## src/rtl/warn_pkg.sv

```systemverilog
// Shared types and default timing constants for the seat-belt / door warning chime.
package warn_pkg;

    typedef enum logic [1:0] {
        ST_IDLE  = 2'd0,
        ST_GRACE = 2'd1,
        ST_CHIME = 2'd2,
        ST_LAMP  = 2'd3
    } warn_state_e;

    localparam int DEF_DEB_TICKS   = 4;
    localparam int DEF_GRACE_TICKS = 8;
    localparam int DEF_BEEP_TICKS  = 2;
    localparam int DEF_CHIME_TICKS = 32;

    function automatic int max3(input int a, input int b, input int c);
        int m;
        m = (a > b) ? a : b;
        return (m > c) ? m : c;
    endfunction

endpackage

```

## src/rtl/warning_chime_ctrl_if.sv

```systemverilog
// Signal bundle between the vehicle-side inputs and the chime controller.
// Optional Snooze line exists only when WARN_SNOOZE_EN is defined.
interface warning_chime_ctrl_if;

    // No valid/ready handshake: all inputs are levels, and Tick is a one-clk
    // enable that qualifies every sample and timer step inside the block.
    logic       Tick;
    logic       DoorClose;
    logic       Ignition;
    logic       SeatBelt;
`ifdef WARN_SNOOZE_EN
    logic       Snooze;
`endif
    logic       Warning;
    logic       Chime;
    logic [1:0] State;

`ifdef WARN_SNOOZE_EN
    modport master (output Tick, DoorClose, Ignition, SeatBelt, Snooze,
                    input  Warning, Chime, State);
    modport slave  (input  Tick, DoorClose, Ignition, SeatBelt, Snooze,
                    output Warning, Chime, State);
`else
    modport master (output Tick, DoorClose, Ignition, SeatBelt,
                    input  Warning, Chime, State);
    modport slave  (input  Tick, DoorClose, Ignition, SeatBelt,
                    output Warning, Chime, State);
`endif

endinterface

```

## src/rtl/warn_debounce.sv

```systemverilog
// Tick-sampled debouncer: output follows raw only after DEB_TICKS consecutive
// disagreeing samples; any agreeing sample restarts the count.
module warn_debounce #(
    parameter int   DEB_TICKS = 4,
    parameter logic RST_VAL   = 1'b0
) (
    input  logic clk,
    input  logic rst_n,
    input  logic tick,
    input  logic raw,
    output logic deb
);

    localparam int CW = $clog2(DEB_TICKS + 1);

    logic [CW-1:0] cnt;

    // cnt never passes DEB_TICKS-1, so it cannot wrap.
    always_ff @(posedge clk or negedge rst_n) begin
        if (!rst_n) begin
            cnt <= '0;
            deb <= RST_VAL;
        end else if (tick) begin
            if (raw == deb) begin
                cnt <= '0;
            end else if (cnt >= CW'(DEB_TICKS - 1)) begin
                deb <= raw;
                cnt <= '0;
            end else begin
                cnt <= cnt + 1'b1;
            end
        end
    end

endmodule

```

## src/rtl/warning_chime_ctrl.sv

```systemverilog
// Seat-belt / door warning controller: debounced hazard -> grace -> chime -> lamp.
// Build option: WARN_SNOOZE_EN adds a Snooze input that cuts the chime short.
module warning_chime_ctrl
    import warn_pkg::*;
#(
    parameter int DEB_TICKS   = DEF_DEB_TICKS,
    parameter int GRACE_TICKS = DEF_GRACE_TICKS,
    parameter int BEEP_TICKS  = DEF_BEEP_TICKS,
    parameter int CHIME_TICKS = DEF_CHIME_TICKS
) (
    input logic                 clk,
    input logic                 rst_n,
    warning_chime_ctrl_if.slave bus
);

    localparam int TW = $clog2(max3(GRACE_TICKS, BEEP_TICKS, CHIME_TICKS) + 1);

    logic          door_d, ign_d, belt_d;
    logic          cond;
    warn_state_e   state;
    logic [TW-1:0] timer;
    logic [TW-1:0] beep_cnt;
    logic          warning_q;
    logic          chime_q;

    warn_debounce #(.DEB_TICKS(DEB_TICKS), .RST_VAL(1'b1)) u_deb_door (
        .clk(clk), .rst_n(rst_n), .tick(bus.Tick), .raw(bus.DoorClose), .deb(door_d));
    warn_debounce #(.DEB_TICKS(DEB_TICKS), .RST_VAL(1'b0)) u_deb_ign (
        .clk(clk), .rst_n(rst_n), .tick(bus.Tick), .raw(bus.Ignition), .deb(ign_d));
    warn_debounce #(.DEB_TICKS(DEB_TICKS), .RST_VAL(1'b1)) u_deb_belt (
        .clk(clk), .rst_n(rst_n), .tick(bus.Tick), .raw(bus.SeatBelt), .deb(belt_d));

    assign cond = ign_d & (~door_d | ~belt_d);

    // Hazard clearing wins over every other event, including timer expiry.
    always_ff @(posedge clk or negedge rst_n) begin
        if (!rst_n) begin
            state     <= ST_IDLE;
            timer     <= '0;
            beep_cnt  <= '0;
            warning_q <= 1'b0;
            chime_q   <= 1'b0;
        end else if (state != ST_IDLE && !cond) begin
            state     <= ST_IDLE;
            timer     <= '0;
            beep_cnt  <= '0;
            warning_q <= 1'b0;
            chime_q   <= 1'b0;
        end else begin
            case (state)
                ST_IDLE: begin
                    if (cond) begin
                        state <= ST_GRACE;
                        timer <= '0;
                    end
                end
                ST_GRACE: begin
                    if (bus.Tick) begin
                        if (timer >= TW'(GRACE_TICKS - 1)) begin
                            state     <= ST_CHIME;
                            timer     <= '0;
                            beep_cnt  <= '0;
                            warning_q <= 1'b1;
                            chime_q   <= 1'b1;
                        end else begin
                            timer <= timer + 1'b1;
                        end
                    end
                end
                ST_CHIME: begin
`ifdef WARN_SNOOZE_EN
                    if (bus.Snooze) begin
                        state   <= ST_LAMP;
                        chime_q <= 1'b0;
                    end else
`endif
                    if (bus.Tick) begin
                        if (timer >= TW'(CHIME_TICKS - 1)) begin
                            state   <= ST_LAMP;
                            chime_q <= 1'b0;
                        end else begin
                            timer <= timer + 1'b1;
                            // Buzzer toggles every BEEP_TICKS ticks, starting on.
                            if (beep_cnt >= TW'(BEEP_TICKS - 1)) begin
                                beep_cnt <= '0;
                                chime_q  <= ~chime_q;
                            end else begin
                                beep_cnt <= beep_cnt + 1'b1;
                            end
                        end
                    end
                end
                ST_LAMP: begin
                    state <= ST_LAMP;
                end
            endcase
        end
    end

    assign bus.State   = state;
    assign bus.Warning = warning_q;
    assign bus.Chime   = chime_q;

endmodule

```

## src/flat_wrapper.sv

```systemverilog
// flat-port wrapper written by rule: the top's interface ports become plain ports
module warning_chime_ctrl_flat import warn_pkg::*;
#(
    parameter int DEB_TICKS   = DEF_DEB_TICKS,
    parameter int GRACE_TICKS = DEF_GRACE_TICKS,
    parameter int BEEP_TICKS  = DEF_BEEP_TICKS,
    parameter int CHIME_TICKS = DEF_CHIME_TICKS
)
  (clk, rst_n, bus_Tick, bus_DoorClose, bus_Ignition, bus_SeatBelt, bus_Warning, bus_Chime, bus_State);
  warning_chime_ctrl_if bus_i ();
  input logic clk;
  input logic rst_n;
  input wire logic [$bits(bus_i.Tick)-1:0] bus_Tick;
  input wire logic [$bits(bus_i.DoorClose)-1:0] bus_DoorClose;
  input wire logic [$bits(bus_i.Ignition)-1:0] bus_Ignition;
  input wire logic [$bits(bus_i.SeatBelt)-1:0] bus_SeatBelt;
  output wire logic [$bits(bus_i.Warning)-1:0] bus_Warning;
  output wire logic [$bits(bus_i.Chime)-1:0] bus_Chime;
  output wire logic [$bits(bus_i.State)-1:0] bus_State;
  assign bus_i.Tick = bus_Tick;
  assign bus_i.DoorClose = bus_DoorClose;
  assign bus_i.Ignition = bus_Ignition;
  assign bus_i.SeatBelt = bus_SeatBelt;
  assign bus_Warning = bus_i.Warning;
  assign bus_Chime = bus_i.Chime;
  assign bus_State = bus_i.State;
  warning_chime_ctrl #(.DEB_TICKS(DEB_TICKS), .GRACE_TICKS(GRACE_TICKS), .BEEP_TICKS(BEEP_TICKS), .CHIME_TICKS(CHIME_TICKS)) u_core (.clk(clk), .rst_n(rst_n), .bus(bus_i));
endmodule
```

## config.mk

```make
export PLATFORM = sky130hd
export DESIGN_NAME = warning_chime_ctrl_flat
export DESIGN_NICKNAME = d
export VERILOG_FILES = /design/src/rtl/warn_pkg.sv /design/src/rtl/warning_chime_ctrl_if.sv /design/src/rtl/warn_debounce.sv /design/src/rtl/warning_chime_ctrl.sv /design/src/flat_wrapper.sv
export SDC_FILE = /design/constraint.sdc
export NUM_CORES = 1
export LEC_CHECK = 0
export ABC_AREA = 1
export BUFFER_PORTS_ARGS = -buffer_cell sky130_fd_sc_hd__buf_2
export CAP_MARGIN = 5
export CELL_PAD_IN_SITES_DETAIL_PLACEMENT = 1
export CELL_PAD_IN_SITES_GLOBAL_PLACEMENT = 2
export CORE_ASPECT_RATIO = 1.2
export CORE_UTILIZATION = 32
export CTS_BUF_LIST = sky130_fd_sc_hd__clkbuf_16
export CTS_CLUSTER_DIAMETER = 50
export DETAILED_ROUTE_END_ITERATION = 8
export GPL_ROUTABILITY_DRIVEN = 1
export PLACE_DENSITY_LB_ADDON = 0.12
export SYNTH_ARGS = -nofsm -noshare
export SYNTH_HDL_FRONTEND = slang
export SYNTH_SLANG_ARGS = --single-unit
```

## constraint.sdc

```tcl
create_clock -name clk -period 1.5 [get_ports clk]
set_input_delay 0.15 -clock clk [delete_from_list [all_inputs] [get_ports clk]]
set_output_delay 0.15 -clock clk [all_outputs]
set_load 0.02 [all_outputs]
```

# Word-level counts from Yosys, hierarchy flattened
# Index checks and enable logic that the tools add are counted.
[word_totals] reg_bits=28 in_bits=6 out_inout_bits=4 wordCells=96
[op_classes] add_sub_neg=5 order_cmp=6 n_eq_ne=13 mux=36 bitwise=8 reduce_logical=17
[ops] cell="$mux 6" count=12
[ops] cell="$reduce_and 5->1" count=4
[ops] cell="$mux 3" count=6
[ops] cell="$pmux 6 s3" count=1
[ops] cell="$add 6x1->6 const B" count=2
[ops] cell="$mux 2" count=6
[ops] cell="$pmux 6 s2" count=1
[ops] cell="$reduce_and 3->1" count=4
[ops] cell="$add 3x1->3 const B" count=3
[ops] cell="$ge 3x2->1 const B" count=3
[ops] cell="$ne 3x1->1 const B" count=3
[ops] cell="$ne 3x2->1 const B" count=3
[ops] cell="$mux 1" count=8
[ops] cell="$pmux 2 s4" count=1
[ops] cell="$reduce_bool 2->1" count=4
[ops] cell="$ge 6x1->1 const B" count=1
[ops] cell="$ge 6x3->1 const B" count=1
[ops] cell="$ge 6x5->1 const B" count=1
[ops] cell="$not 1->1" count=6
[ops] cell="$eq 2x2->1 const B" count=2
[ops] cell="$ne 4x1->1 const B" count=1
[ops] cell="$reduce_bool 4->1" count=1
[ops] cell="$eq 1x1->1" count=3
[ops] cell="$reduce_bool 3->1" count=1
[ops] cell="7 further kinds" count=7

# Logic depth before layout (Yosys ltp)
[depth] depth_word=7 mapped_depth=11 mapped_depth_nobuf=11

# Hierarchy
# A second synthesis with hierarchy kept.
[unflattened] cells_unflattened=259 area_unflattened_um2=1884.3
[by_module_without_submodules] mod="warning_chime_ctrl" instances=1 cells_each=157 area_each_um2=1142.3 seq_area_each_um2=400.4
[by_module_without_submodules] mod="warn_debounce (u_core.u_deb_belt ...)" instances=2 cells_each=34 area_each_um2=247.7 seq_area_each_um2=101.3
[by_module_without_submodules] mod="warn_debounce (u_core.u_deb_ign)" instances=1 cells_each=34 area_each_um2=246.5 seq_area_each_um2=100.1

# Least setup slack after synthesis
# No wires, ideal clock.
[synth_timing] kind="reg-to-reg" start="reg u_core.state[0] (netlist: u_core.bus.State[0])" end="reg u_core.beep_cnt[0]" arrival_ns=1.538 slack_ns=-0.103 stages_incl_launch_ff=10 synth_period_minus_slack_ns=1.603 path_cell_list="dfrtp_1 -> inv_1 -> ha_1 -> inv_2 -> nor2_4 -> o21ai_4 -> nand2_1 -> nor2_1 -> nand2_1 -> nand2_1"
[synth_between] elab_chain_cells=4 word_cells_on_any_way=12 classes_between="6 x eq/ne; 2 x mux; 4 x reduce/logical"
[synth_lines] element="start: declaration" line_no="warning_chime_ctrl.sv:20" source="warn_state_e state;"
[synth_lines] element="start signal: assignment" line_no="warning_chime_ctrl.sv:38" source="state <= ST_IDLE;"
[synth_lines] element="start signal: assignment" line_no="warning_chime_ctrl.sv:44" source="state <= ST_IDLE;"
[synth_lines] element="start signal: assignment" line_no="warning_chime_ctrl.sv:53" source="state <= ST_GRACE;"
[synth_lines] element="$reduce_bool 2->1" line_no="warning_chime_ctrl.sv:43" source="end else if (state != ST_IDLE && !cond) begin"
[synth_lines] element="$logic_and 1x1->1" line_no="warning_chime_ctrl.sv:43"
[synth_lines] element="$ne 3x2->1 (no line) (tied with other cells)"
[synth_lines] element="$reduce_and 5->1 (no line)"
[synth_lines] element="end signal: assignment" line_no="warning_chime_ctrl.sv:88" source="beep_cnt <= beep_cnt + 1'b1;"
[synth_lines] element="end: declaration" line_no="warning_chime_ctrl.sv:22" source="logic [TW-1:0] beep_cnt;"
# Parallel ways exist; a longest one is shown, timed or not.
# A chain may end at the register's enable or synchronous reset.

# Worst setup path after layout
[layout_timing] start="reg u_core.state[0] (netlist: u_core.bus.State[0])" end="reg u_core.timer[2]"
[layout_between] elab_chain_cells=4 word_cells_on_any_way=13 classes_between="6 x eq/ne; 2 x mux; 5 x reduce/logical"
[layout_lines] element="$reduce_bool 2->1" line_no="warning_chime_ctrl.sv:43"
[layout_lines] element="$logic_and 1x1->1" line_no="warning_chime_ctrl.sv:43"
[layout_lines] element="$ne 3x1->1 (no line) (tied with other cells)"
[layout_lines] element="$reduce_and 5->1 (no line)"
[layout_lines] element="end signal: assignment" line_no="warning_chime_ctrl.sv:66" source="timer <= timer + 1'b1;"
[layout_lines] element="end signal: assignment" line_no="warning_chime_ctrl.sv:82" source="timer <= timer + 1'b1;"
[layout_lines] element="end: declaration" line_no="warning_chime_ctrl.sv:21" source="logic [TW-1:0] timer;"
# Parallel ways exist; a longest one is shown, timed or not.

==> flow_summary.yaml <==
route:
  detail_route.wirelength.met1_um: 1990
  route.vias.total: 1637
  routed_wire_length_per_instance_um: 12.5
  drt-vias-per-instance: 4.70
  first_pass_iters: 6
  drt.antenna.violating_nets: 0
  met3RoutedLength_um: 59
  drc_errors: 2
  drt_iter0_markers: 29
  met2_routed_wirelength_um: 2250
  top_routing_layer_used: "met4"
  drt-total-wl_um: 4360
power_and_ir_drop:
  max-vdd-ir-drop_mv: 0.917
  fin_total_pwr_mw: 4.90
  power.leakage_nw: 1.26
  pwr_density_cell_nw_per_um2: 2010
cells_and_area:
  sequential_cell_area_um2: 706
  finish.instance_area_um2: 2440
  flow.area_growth_from_synthesis_pct: 35.2
  filler_cell_count: 679
  antenna_cells: 0
  nNetsFinal: 306
  drive_above_1_share_pct: 34.3
  total_area_of_multi_input_combinational_cells_um2: 1130
  layout.core_utilization_pct: 45.4
synthesis:
  avg_cell_area_syn_um2: 7.51
  ys_types: 23
  synth_area_um2: 1800
  postSynthNetCount: 259
  yosys_warnings: 0
  ys_ff_latch: 28
  seq_area_frac_synth_pct: 39.0
  cells_after_synth: 240
timing:
  setup_total_negative_slack_ns: 0
  worst-slew-pin-transition_ns: 0.401
  maxSlewViolCount: 0
  setup_skew_ns: 0.00415
  final_period_demand_of_the_worst_path_ns: 1.46
  timing.final.hold_violations: 0
  timing.final.crit_share_pct: 97.5
  max_slew_margin_pct: 73.3
  setup_viol: 0
  setup_repair_after_global_routing_missed_its_margin: "true"
  fmaxAchievable_mhz: 684
  holdWs_ns: 0.121
setup_path:
  timing.critical_path.from_type: "register"
  crit_fanout: 6
  crit_type: "register to register"
  critical_path_arrival_ns: 1.62
  critical_path_required_ns: 1.66
  crit_path_end_kind: "register"
placed_design:
  dp_hpwl_um: 3360
  post_dp_cell_area_um2: 2110
  portBuffers: 9
  gpl.final_weighted_congestion: 0.825
global_route:
  gr-total-overflow: 0
  via_count_of_the_first_global_routing_pass: 1692
  antenna_found_initial: 0
  grt_start_max_net_pins: 18
  wire_length_of_the_first_global_routing_pass_um: 7560
  global_route.usage.total_pct: 16.0
floorplan:
  die_y_um: 84.2
  placementRows: 29
  start_util_pct: 33.6
  design.portCount: 10
  die_x_um: 70.5
  die_area_um2: 5940
  fp.coreArea_um2: 5370
cts:
  max-clock-path-buffers: 2
  tritoncts_buffer_count: 3
  cts.clk_slew.worst_paths_ns: 0.07
  cts_root_buf: "sky130_fd_sc_hd__clkbuf_16"
  cts.htree.levels: 1
  cts_num_sinks: 28
  cts_tree: "done"
  insertion_delay_ns: 0.27
run_status:
  failed_checks: "design-rule violations"
  result_of_the_run: "complete, but fails checks"
job:
  max-cap-violations: 0
min_path:
  worstHoldPathType: "input port to register"
power breakdown:
group	total, mW	leakage [nW]	switching (mW)	internal, mW
registers	1.19	0.366	0.207	0.985
logic	3.08	0.858	1.76	1.32
clock network	0.627	0.0385	0.269	0.358
total	4.90	1.26	2.24	2.66
layout by cell type (no fill, tap or decap), drive strengths merged:
cell / synthesis / layout
dlygate4sd3: 0 / 1
dfstp: 2 / 2
nor2: 35 / 35
nand2: 79 / 79
nand4: 5 / 5
o22ai: 3 / 3
clkbuf: 0 / 3
xnor2: 2 / 2
buf: 1 / 42
xor2: 2 / 2
o21ai: 14 / 14
ha: 13 / 13
nand3: 15 / 15
dfrtp: 26 / 26
mux2i: 2 / 2
clkinv: 0 / 1
inv: 33 / 33
a21oi: 8 / 8
sequential cells by signal (all words and copies together) (netlist names):
| signal | count |
|---|---|
| u_core.beep_cnt | 6 |
| u_core.bus.Chime | 1 |
| u_core.bus.State | 2 |
| u_core.bus.Warning | 1 |
| u_core.timer | 6 |
| u_core.u_deb_belt.cnt | 3 |
| u_core.u_deb_belt.deb | 1 |
| u_core.u_deb_door.cnt | 3 |
| u_core.u_deb_door.deb | 1 |
| u_core.u_deb_ign.cnt | 3 |
| u_core.u_deb_ign.deb | 1 |
Yosys cell counts, drive strengths merged:
cell type | n | area [um^2]
a21oi | 8 | 40.0
xnor2 | 2 | 17.5
nand2 | 79 | 329
o21ai | 14 | 92.6
nor2 | 35 | 149
o22ai | 3 | 18.8
mux2i | 2 | 20.0
nand3 | 15 | 85.1
inv | 33 | 124
dfrtp | 26 | 651
nand4 | 5 | 31.3
dfstp | 2 | 52.6
ha | 13 | 163
buf | 1 | 11.3
xor2 | 2 | 17.5
what timing repair did:
item / 4_1_cts / 5_1_grt
gates cloned: 0 / 0
buffers inserted: 2 / 5
pin swaps: 2 / 16
endpoints found under the hold margin: 14 / 0
setup endpoints to repair: 15 / 16
hold buffers: 1 / 0
resized for setup: 12 / 36
layer usage:
layer	vias to the layer above	global-route usage (%)
met5	-	0
met4	0	5.57
met3	5	1.80
met2	12	28.0
met1	772	20.4
li1	848	-
critical path: stages (launching register included):
cell and delay [ns]:
sky130_fd_sc_hd__dfrtp_2 0.44, sky130_fd_sc_hd__buf_6 0.13, sky130_fd_sc_hd__ha_4 0.16, sky130_fd_sc_hd__nand2_2 0.06
sky130_fd_sc_hd__nand2_2 0.07, sky130_fd_sc_hd__o21ai_4 0.24, sky130_fd_sc_hd__nand2_4 0.12, sky130_fd_sc_hd__nand2_2 0.07
sky130_fd_sc_hd__nand2_1 0.06
final cells by class:
type / count / share of cell area, %
Timing Repair Buffer: 43 / 12.6
Multi-Input combinational cell: 178 / 46.5
Clock inverter: 1 / 0.154
Tap cell: 62 / 3.18
Clock buffer: 3 / 3.08
Sequential cell: 28 / 29.0
Inverter: 33 / 5.50
final timing paths:
check | startpoint | to | slack, ns | depth (start not counted)
max in group asynchronous | rst_n | u_core.beep_cnt[2] | 0.65 | 3
hold / removal | bus_DoorClose | u_core.u_deb_door.deb | 0.12 | 3
hold reg to reg | u_core.beep_cnt[3] | u_core.beep_cnt[3] | 0.47 | 2
min in group asynchronous | rst_n | u_core.timer[1] | 0.34 | 2
setup reg to reg | u_core.bus.State[0] | u_core.timer[2] | 0.04 | 8
setup / recovery | u_core.bus.State[0] | u_core.timer[2] | 0.04 | 8
logic make-up after synthesis:
logic type               count (synthesis)  share of synthesized area, %
AO/OA/AOI/OAI                           25                          8.40
XOR/XNOR                                 4                          1.94
adder cells (fa/ha/maj)                 13                          9.03
buffers and inverters                   34                          7.50
flip-flops                              28                          39.0
multiplexers                             2                          1.11
AND/OR/NAND/NOR                        134                          33.0
through the flow:
stage / setup slack [ns] / instances
2_1_floorplan: 0.0363 / 240
4_1_cts: -0.00668 / 343
5_1_grt: -0.0467 / 348
3_3_place_gp: -0.0683 / 336
6_report: 0.0378 / 348
3_5_place_dp: -0.0916 / 336
No activity file was read; power rests on OpenSTA's default activity.
